==> config.mk <==
export PLATFORM = sky130hd
export DESIGN_NAME = pipeline_hazard_ctrl_flat
export DESIGN_NICKNAME = d
export VERILOG_FILES = /design/src/rtl/pipeline_hazard_ctrl_pkg.sv /design/src/rtl/pipeline_hazard_ctrl_if.sv /design/src/rtl/pipeline_hazard_ctrl_mem_wait_fsm.sv /design/src/rtl/pipeline_hazard_ctrl.sv /design/src/flat_wrapper.sv
export SDC_FILE = /design/constraint.sdc
export NUM_CORES = 1
export LEC_CHECK = 0
export CELL_PAD_IN_SITES_DETAIL_PLACEMENT = 1
export CELL_PAD_IN_SITES_GLOBAL_PLACEMENT = 1
export CORE_MARGIN = 10
export CORE_UTILIZATION = 36
export DETAILED_ROUTE_END_ITERATION = 8
export PLACE_DENSITY = 0.81
export REMOVE_ABC_BUFFERS = 1
export SYNTH_ARGS = -nofsm -noshare
export SYNTH_HDL_FRONTEND = slang
export SYNTH_SLANG_ARGS = --single-unit
==> constraint.sdc <==
create_clock -name clk -period 2.8 [get_ports clk]
set_input_delay 0.7 -clock clk [delete_from_list [all_inputs] [get_ports clk]]
set_output_delay 0.7 -clock clk [all_outputs]
set_load 0.03 [all_outputs]
==> src/rtl/pipeline_hazard_ctrl_pkg.sv <==
// Shared encodings for the hazard controller: forwarding selects, the load
// result-source code and the cache-wait FSM states.
package pipeline_hazard_ctrl_pkg;

  localparam logic [1:0] FWD_RF         = 2'b00;
  localparam logic [1:0] FWD_W          = 2'b01;
  localparam logic [1:0] FWD_M          = 2'b10;
  localparam logic [1:0] RESULTSRC_LOAD = 2'b01;

  typedef enum logic {
    ST_IDLE = 1'b0,
    ST_WAIT = 1'b1
  } wait_state_t;

  // M-stage match wins over W-stage match; the caller has already excluded x0.
  function automatic logic [1:0] fwd_sel(input logic hit_m, input logic hit_w);
    if (hit_m)      return FWD_M;
    else if (hit_w) return FWD_W;
    else            return FWD_RF;
  endfunction

endpackage

==> src/rtl/pipeline_hazard_ctrl_if.sv <==
// Bundle between the pipeline stage blocks (master) and the hazard controller
// (slave). Level signals only; mem_state exposes the cache-wait FSM for debug.
interface pipeline_hazard_ctrl_if #(
  parameter int REG_ADDR_W = 5,
  parameter int CNT_W      = 32
);
  import pipeline_hazard_ctrl_pkg::*;

  logic [REG_ADDR_W-1:0] Rs1D, Rs2D, Rs1E, Rs2E, RdE, RdM, RdW;
  logic [1:0]            ResultSrcE;
  logic                  PCSrcE, RegwriteM, RegwriteW, CacheWait;

  logic [1:0]            ForwardAE, ForwardBE;
  logic                  StallF, StallD, StallE, StallM;
  logic                  FlushD, FlushE;
  logic                  MemTimeout;
  logic [CNT_W-1:0]      StallCycles, FlushCount;
  wait_state_t           mem_state;

  modport master (
    output Rs1D, Rs2D, Rs1E, Rs2E, RdE, RdM, RdW, ResultSrcE,
           PCSrcE, RegwriteM, RegwriteW, CacheWait,
    input  ForwardAE, ForwardBE, StallF, StallD, StallE, StallM,
           FlushD, FlushE, MemTimeout, StallCycles, FlushCount, mem_state
  );

  modport slave (
    input  Rs1D, Rs2D, Rs1E, Rs2E, RdE, RdM, RdW, ResultSrcE,
           PCSrcE, RegwriteM, RegwriteW, CacheWait,
    output ForwardAE, ForwardBE, StallF, StallD, StallE, StallM,
           FlushD, FlushE, MemTimeout, StallCycles, FlushCount, mem_state
  );

endinterface

==> src/rtl/pipeline_hazard_ctrl_mem_wait_fsm.sv <==
// Cache-wait tracker: IDLE/WAIT state, saturating wait counter and the sticky
// MemTimeout watchdog flag. WAIT_TIMEOUT must be at least 2.
module pipeline_hazard_ctrl_mem_wait_fsm
  import pipeline_hazard_ctrl_pkg::*;
#(
  parameter int WAIT_TIMEOUT = 64
) (
  input  logic        clk,
  input  logic        rst,
  input  logic        cache_wait,
  output wait_state_t state,
  output logic        mem_wait,
  output logic        mem_timeout
);

  localparam int            CW       = $clog2(WAIT_TIMEOUT + 1);
  localparam logic [CW-1:0] CNT_MAX  = CW'(WAIT_TIMEOUT);
  localparam logic [CW-1:0] CNT_LAST = CW'(WAIT_TIMEOUT - 1);
  localparam logic [CW-1:0] CNT_ONE  = CW'(1);

  wait_state_t   state_nxt;
  logic [CW-1:0] wait_cnt, wait_cnt_nxt;
  logic          timeout_hit;

  always_ff @(posedge clk or negedge rst) begin
    if (!rst) begin
      state       <= ST_IDLE;
      wait_cnt    <= '0;
      mem_timeout <= 1'b0;
    end else begin
      state       <= state_nxt;
      wait_cnt    <= wait_cnt_nxt;
      mem_timeout <= mem_timeout | timeout_hit;
    end
  end

  always_comb begin
    state_nxt    = state;
    wait_cnt_nxt = wait_cnt;
    case (state)
      ST_IDLE: begin
        if (cache_wait) begin
          state_nxt    = ST_WAIT;
          wait_cnt_nxt = CNT_ONE;
        end
      end
      ST_WAIT: begin
        if (cache_wait) begin
          wait_cnt_nxt = (wait_cnt == CNT_MAX) ? wait_cnt : wait_cnt + CNT_ONE;
        end else begin
          state_nxt    = ST_IDLE;
          wait_cnt_nxt = '0;
        end
      end
      default: begin
        state_nxt    = ST_IDLE;
        wait_cnt_nxt = '0;
      end
    endcase
  end

  // The stall follows CacheWait in the same cycle, so the first miss cycle in
  // IDLE already holds the pipeline.
  always_comb begin
    mem_wait    = cache_wait | ((state == ST_WAIT) & cache_wait);
    timeout_hit = (state == ST_WAIT) && cache_wait && (wait_cnt == CNT_LAST);
  end

endmodule

==> src/rtl/pipeline_hazard_ctrl.sv <==
// Hazard controller: E-stage forwarding, load-use interlock, branch flush,
// cache-wait stall with watchdog, and saturating stall/flush counters.
module pipeline_hazard_ctrl
  import pipeline_hazard_ctrl_pkg::*;
#(
  parameter int REG_ADDR_W   = 5,
  parameter int WAIT_TIMEOUT = 64,
  parameter int CNT_W        = 32
) (
  input  logic                   clk,
  input  logic                   rst,
  pipeline_hazard_ctrl_if.slave  hz
);

  localparam logic [REG_ADDR_W-1:0] REG_ZERO = '0;
  localparam logic [CNT_W-1:0]      CNT_ONE  = CNT_W'(1);

  logic             mem_wait, mem_timeout;
  logic             lu_hit, br_act, lu_act;
  logic [1:0]       fwd_a, fwd_b;
  logic             stall_fd, stall_em, flush_d, flush_e;
  logic [CNT_W-1:0] stall_cycles, flush_count;

  pipeline_hazard_ctrl_mem_wait_fsm #(
    .WAIT_TIMEOUT (WAIT_TIMEOUT)
  ) u_mem_wait (
    .clk         (clk),
    .rst         (rst),
    .cache_wait  (hz.CacheWait),
    .state       (hz.mem_state),
    .mem_wait    (mem_wait),
    .mem_timeout (mem_timeout)
  );

  always_comb begin
    fwd_a = fwd_sel(hz.RegwriteM && hz.RdM != REG_ZERO && hz.RdM == hz.Rs1E,
                    hz.RegwriteW && hz.RdW != REG_ZERO && hz.RdW == hz.Rs1E);
    fwd_b = fwd_sel(hz.RegwriteM && hz.RdM != REG_ZERO && hz.RdM == hz.Rs2E,
                    hz.RegwriteW && hz.RdW != REG_ZERO && hz.RdW == hz.Rs2E);
  end

  // Priority MEMWAIT > BR > LU. A branch held under MEMWAIT is still asserted
  // on PCSrcE when the miss clears, so it flushes on the release cycle.
  always_comb begin
    lu_hit   = (hz.ResultSrcE == RESULTSRC_LOAD) && (hz.RdE != REG_ZERO) &&
               ((hz.RdE == hz.Rs1D) || (hz.RdE == hz.Rs2D));
    br_act   = hz.PCSrcE && !mem_wait;
    lu_act   = lu_hit && !br_act && !mem_wait;
    stall_fd = rst & (mem_wait | lu_act);
    stall_em = rst & mem_wait;
    flush_d  = rst & br_act;
    flush_e  = rst & (br_act | lu_act);
  end

  always_ff @(posedge clk or negedge rst) begin
    if (!rst) begin
      stall_cycles <= '0;
      flush_count  <= '0;
    end else begin
      if (stall_fd && stall_cycles != '1) stall_cycles <= stall_cycles + CNT_ONE;
      if (flush_d && flush_count != '1)   flush_count  <= flush_count + CNT_ONE;
    end
  end

  // Outputs are forced low while reset is asserted, even during a miss.
  always_comb begin
    hz.ForwardAE   = rst ? fwd_a : FWD_RF;
    hz.ForwardBE   = rst ? fwd_b : FWD_RF;
    hz.StallF      = stall_fd;
    hz.StallD      = stall_fd;
    hz.StallE      = stall_em;
    hz.StallM      = stall_em;
    hz.FlushD      = flush_d;
    hz.FlushE      = flush_e;
    hz.MemTimeout  = mem_timeout;
    hz.StallCycles = stall_cycles;
    hz.FlushCount  = flush_count;
  end

endmodule
==> src/flat_wrapper.sv <==
// flat-port wrapper written by rule: the top's interface ports become plain ports
module pipeline_hazard_ctrl_flat import pipeline_hazard_ctrl_pkg::*;
#(
  parameter int REG_ADDR_W   = 5,
  parameter int WAIT_TIMEOUT = 64,
  parameter int CNT_W        = 32
)
  (clk, rst, hz_Rs1D, hz_Rs2D, hz_Rs1E, hz_Rs2E, hz_RdE, hz_RdM, hz_RdW, hz_ResultSrcE, hz_PCSrcE, hz_RegwriteM, hz_RegwriteW, hz_CacheWait, hz_ForwardAE, hz_ForwardBE, hz_StallF, hz_StallD, hz_StallE, hz_StallM, hz_FlushD, hz_FlushE, hz_MemTimeout, hz_StallCycles, hz_FlushCount, hz_mem_state);
  pipeline_hazard_ctrl_if #(.REG_ADDR_W(REG_ADDR_W), .CNT_W(CNT_W)) hz_i ();
  input  logic clk;
  input  logic rst;
  input wire logic [$bits(hz_i.Rs1D)-1:0] hz_Rs1D;
  input wire logic [$bits(hz_i.Rs2D)-1:0] hz_Rs2D;
  input wire logic [$bits(hz_i.Rs1E)-1:0] hz_Rs1E;
  input wire logic [$bits(hz_i.Rs2E)-1:0] hz_Rs2E;
  input wire logic [$bits(hz_i.RdE)-1:0] hz_RdE;
  input wire logic [$bits(hz_i.RdM)-1:0] hz_RdM;
  input wire logic [$bits(hz_i.RdW)-1:0] hz_RdW;
  input wire logic [$bits(hz_i.ResultSrcE)-1:0] hz_ResultSrcE;
  input wire logic [$bits(hz_i.PCSrcE)-1:0] hz_PCSrcE;
  input wire logic [$bits(hz_i.RegwriteM)-1:0] hz_RegwriteM;
  input wire logic [$bits(hz_i.RegwriteW)-1:0] hz_RegwriteW;
  input wire logic [$bits(hz_i.CacheWait)-1:0] hz_CacheWait;
  output wire logic [$bits(hz_i.ForwardAE)-1:0] hz_ForwardAE;
  output wire logic [$bits(hz_i.ForwardBE)-1:0] hz_ForwardBE;
  output wire logic [$bits(hz_i.StallF)-1:0] hz_StallF;
  output wire logic [$bits(hz_i.StallD)-1:0] hz_StallD;
  output wire logic [$bits(hz_i.StallE)-1:0] hz_StallE;
  output wire logic [$bits(hz_i.StallM)-1:0] hz_StallM;
  output wire logic [$bits(hz_i.FlushD)-1:0] hz_FlushD;
  output wire logic [$bits(hz_i.FlushE)-1:0] hz_FlushE;
  output wire logic [$bits(hz_i.MemTimeout)-1:0] hz_MemTimeout;
  output wire logic [$bits(hz_i.StallCycles)-1:0] hz_StallCycles;
  output wire logic [$bits(hz_i.FlushCount)-1:0] hz_FlushCount;
  output wire logic [$bits(hz_i.mem_state)-1:0] hz_mem_state;
  assign hz_i.Rs1D = hz_Rs1D;
  assign hz_i.Rs2D = hz_Rs2D;
  assign hz_i.Rs1E = hz_Rs1E;
  assign hz_i.Rs2E = hz_Rs2E;
  assign hz_i.RdE = hz_RdE;
  assign hz_i.RdM = hz_RdM;
  assign hz_i.RdW = hz_RdW;
  assign hz_i.ResultSrcE = hz_ResultSrcE;
  assign hz_i.PCSrcE = hz_PCSrcE;
  assign hz_i.RegwriteM = hz_RegwriteM;
  assign hz_i.RegwriteW = hz_RegwriteW;
  assign hz_i.CacheWait = hz_CacheWait;
  assign hz_ForwardAE = hz_i.ForwardAE;
  assign hz_ForwardBE = hz_i.ForwardBE;
  assign hz_StallF = hz_i.StallF;
  assign hz_StallD = hz_i.StallD;
  assign hz_StallE = hz_i.StallE;
  assign hz_StallM = hz_i.StallM;
  assign hz_FlushD = hz_i.FlushD;
  assign hz_FlushE = hz_i.FlushE;
  assign hz_MemTimeout = hz_i.MemTimeout;
  assign hz_StallCycles = hz_i.StallCycles;
  assign hz_FlushCount = hz_i.FlushCount;
  assign hz_mem_state = hz_i.mem_state;
  pipeline_hazard_ctrl #(.REG_ADDR_W(REG_ADDR_W), .WAIT_TIMEOUT(WAIT_TIMEOUT), .CNT_W(CNT_W)) u_core (.clk(clk), .rst(rst), .hz(hz_i));
endmodule
==> impl_metrics.yaml <==
status:
  outcome: "finished with violations"
  failed_checks: "negative setup slack"
setup_path:
  crit_startpoint: "hz_Rs2D[0]"
  path_max_fanout: 2
  crit_path_start_kind: "primary input"
  critical_path_arrival_ns: 2.14
  critPathRequiredTime_ns: 2.10
  worstSetupPathType: "primary input to primary output"
  reg2reg_from: "u_core.hz.FlushCount[23]$_DFFE_PN0P_"
  critical_path.endpoint: "hz_StallF"
  worst-r2r-cell-count: 6
  timing.reg2reg.setup_slack_ns: 0.34
  cp-end-kind: "primary output"
  critical_path.reg2reg.endpoint: "u_core.hz.FlushCount[25]$_DFFE_PN0P_"
clock_network:
  cts_hold_bufs: 0
  ctsRootBufferMaster: "sky130_fd_sc_hd__clkbuf_8"
  cts_made_buffers: 9
  clk_pin_slew_worst_paths_ns: 0.08
  cts-root-to-sink-buffers: 2
  clock_insertion_delay_worst_skew_ns: 0.36
  tritoncts: "yes"
  cts.sink_count: 73
  cts_htree_levels: 3
sta:
  max_clock_freq_mhz: 353
  timing.final.setup_violations: 4
  finalHoldViolCount: 0
  setup_ws_ns: -0.0359
  fin_skew_ns: 0.0136
  fin_crit_ns: 2.84
  max_slew.worst_pin.slew_ns: 0.777
  fin_worst_hold_slack_ns: 0.455
  slew_viol_final: 0
  rsz0062_at_grt: "yes"
  relSlewSlack_pct: 48.2
  min_period_over_period_pct: 101
die:
  core_area_mm2: 0.0108
  die_area_mm2: 0.0157
  top_level_ports: 119
  die-width_um: 125
  die_y_um: 125
  floorplan.initialDensity_pct: 36.9
  row_count: 38
flow_run:
  maxCapViolCount: 0
placement:
  placement.setup.worst_slack_ns: -0.789
  detailedPlacementHpwl_mm: 10.1
  routabilityCongestion: 0.858
  io_buffer_count: 118
route:
  drtAntennaViolNets: 0
  detail_route.first_pass.iterations: 4
  initialDrtViolationCount: 158
  routed_via_density: 5.21
  drc_errors: 0
  postRouteWirelength_mm: 13.8
  vias: 3680
  detail_route.wl_per_cell_um: 19.6
synthesis:
  yosys-top-cells-area: "sky130_fd_sc_hd__dfrtp_1 46%, sky130_fd_sc_hd__xnor2_1 12%, sky130_fd_sc_hd__xor2_1 8.8%, sky130_fd_sc_hd__nand3_1 4.0%, sky130_fd_sc_hd__nand4_1 3.3%"
  synth.top_cell.area_share_pct: 45.7
  synthesis.area_mm2: 0.00400
  ys.flop_type: "sky130_fd_sc_hd__dfrtp_1"
  synth.ff_latch_count: 73
  post_synth_num_cell_types: 46
  synth.yosys.warnings: 0
  synth_async_sr_flop_share_pct: 100
  synth.yosys.seq_area_share_pct: 45.7
  yosysMostFrequentCell: "sky130_fd_sc_hd__dfrtp_1"
  synth-edff-count: 0
  syn-mean-instance-area_um2: 10.2
  synthesized_instance_count: 391
  synth_top_area_cell: "sky130_fd_sc_hd__dfrtp_1"
  post_synth_most_frequent_cells: "73 x sky130_fd_sc_hd__dfrtp_1, 56 x sky130_fd_sc_hd__xnor2_1, 40 x sky130_fd_sc_hd__xor2_1"
pwr:
  power_uw: 2620
  max-vdd-ir-drop_v: 0.000431
  powerDensity_mw_per_mm2: 442
  p_leak_uw: 0.00266
finish:
  final_layout_size_suffix_gt1_share_pct: 21.9
  area_overhead_vs_synth_pct: 48.2
  n_fill_cell: 1209
  finish.net_count: 608
grt:
  grt-ovfl-total: 0
  global_route_wire_length_before_repair_mm: 21.7
  vias_in_the_first_global_route: 3979
  track_usage_pct: 16.8
  antenna_violations_before_repair: 1
  grt_max_degree: 56
hold_path:
  worst_hold_path_type: "primary input to asynchronous set/reset pin"
==> layer usage <==
metal  vias up  track usage, %  part of all wire (%)
li1       1717               -                     -
met1      1842            18.8                    40
met2        92            29.3                    52
met3        29            5.24                   5.2
met4         0            5.89                   2.8
met5         -               0                     0
==> worst max-delay path, stage by stage <==
cell	delay, ns
sky130_fd_sc_hd__clkdlybuf4s50_1	0.49
sky130_fd_sc_hd__xnor2_1	0.15
sky130_fd_sc_hd__nand3_1	0.17
sky130_fd_sc_hd__o22ai_2	0.15
sky130_fd_sc_hd__buf_4	0.15
sky130_fd_sc_hd__a21oi_4	0.06
sky130_fd_sc_hd__inv_1	0.09
sky130_fd_sc_hd__buf_4	0.17
==> cells in the final DEF, fill, tap and decap left out, drive strengths merged, types with 5 or more instances in the layout <==
| cell type | instances |
|---|---|
| nand2 | 32 |
| dlygate4sd2 | 7 |
| nor2 | 15 |
| nand4 | 23 |
| clkbuf | 16 |
| nor4 | 11 |
| inv | 13 |
| buf | 72 |
| dfrtp | 73 |
| xnor2 | 56 |
| o21ai | 9 |
| nand3 | 33 |
| and2 | 5 |
| nor4b | 5 |
| and4 | 9 |
| nor3 | 12 |
| and3 | 14 |
| clkdlybuf4s50 | 77 |
| xor2 | 40 |
==> state kept, by name (all words and copies together), names as in the netlist <==
register	flops
u_core.u_mem_wait.wait_cnt	7
u_core.hz.StallCycles	32
u_core.hz.FlushCount	32
u_core.u_mem_wait.mem_timeout	1
u_core.u_mem_wait.state	1
==> cells by family after synthesis <==
kind of cell | synth area share (%)
AOI/OAI and AO/OA | 3.72
xor gates and xnor gates | 21.0
adders and majority gates | 1.25
buffers and inverters | 2.75
DFF | 45.7
muxes | 0.563
and+or+nand+nor | 25.0
==> through the flow <==
step	TNS [ns]	instance area [um^2]	utilization (%)	cells
6_report	-0.118	5930	54.7	706
5_1_grt	-0.304	5930	54.7	706
4_1_cts	0	5790	53.4	699
3_5_place_dp	-4.03	5560	51.3	677
3_3_place_gp	-3.20	5560	51.3	677
2_1_floorplan	-0.791	3940	-	383
==> cell type report <==
| class | count | area [um^2] | area share, % |
|---|---|---|---|
| diodes | 1 | 2.50 | 0.0422 |
| multi-input cells | 297 | 2220 | 37.4 |
| clock inverters | 3 | 17.5 | 0.295 |
| repair buffers | 167 | 1500 | 25.2 |
| clock buffers | 12 | 145 | 2.45 |
| inverters | 13 | 48.8 | 0.823 |
| well taps | 140 | 175 | 2.95 |
| flip-flops and latches | 73 | 1830 | 30.8 |
==> where the power goes <==
group          internal, uW  total [uW]  switching, uW
Combinational           306         676            370
Sequential             1120        1220           99.3
Clock                   339         726            387
Total                  1770        2620            857
==> how the worst min path moves through the flow <==
stage | startpoint | to | slack [ns] | depth (start not counted)
6_report | rst | u_core.hz.StallCycles[23]$_DFFE_PN0P_ | 0.46 | 3
5_1_grt | rst | u_core.hz.StallCycles[23]$_DFFE_PN0P_ | 0.47 | 3
4_1_cts | rst | u_core.hz.StallCycles[25]$_DFFE_PN0P_ | 0.45 | 3
3_5_place_dp | u_core.u_mem_wait.mem_timeout$_DFF_PN0_ | u_core.u_mem_wait.mem_timeout$_DFF_PN0_ | 0.45 | 1
3_3_place_gp | u_core.u_mem_wait.mem_timeout$_DFF_PN0_ | u_core.u_mem_wait.mem_timeout$_DFF_PN0_ | 0.44 | 1
2_1_floorplan | rst | u_core.hz.FlushCount[0]$_DFFE_PN0P_ | 0.40 | 0
==> timing repair <==
item	in CTS	in global routing
gates resized for setup	107	35
buffers inserted	7	6
pin swaps	16	17
setup endpoints to repair	7	8
Power figures use the tool's default switching activity.
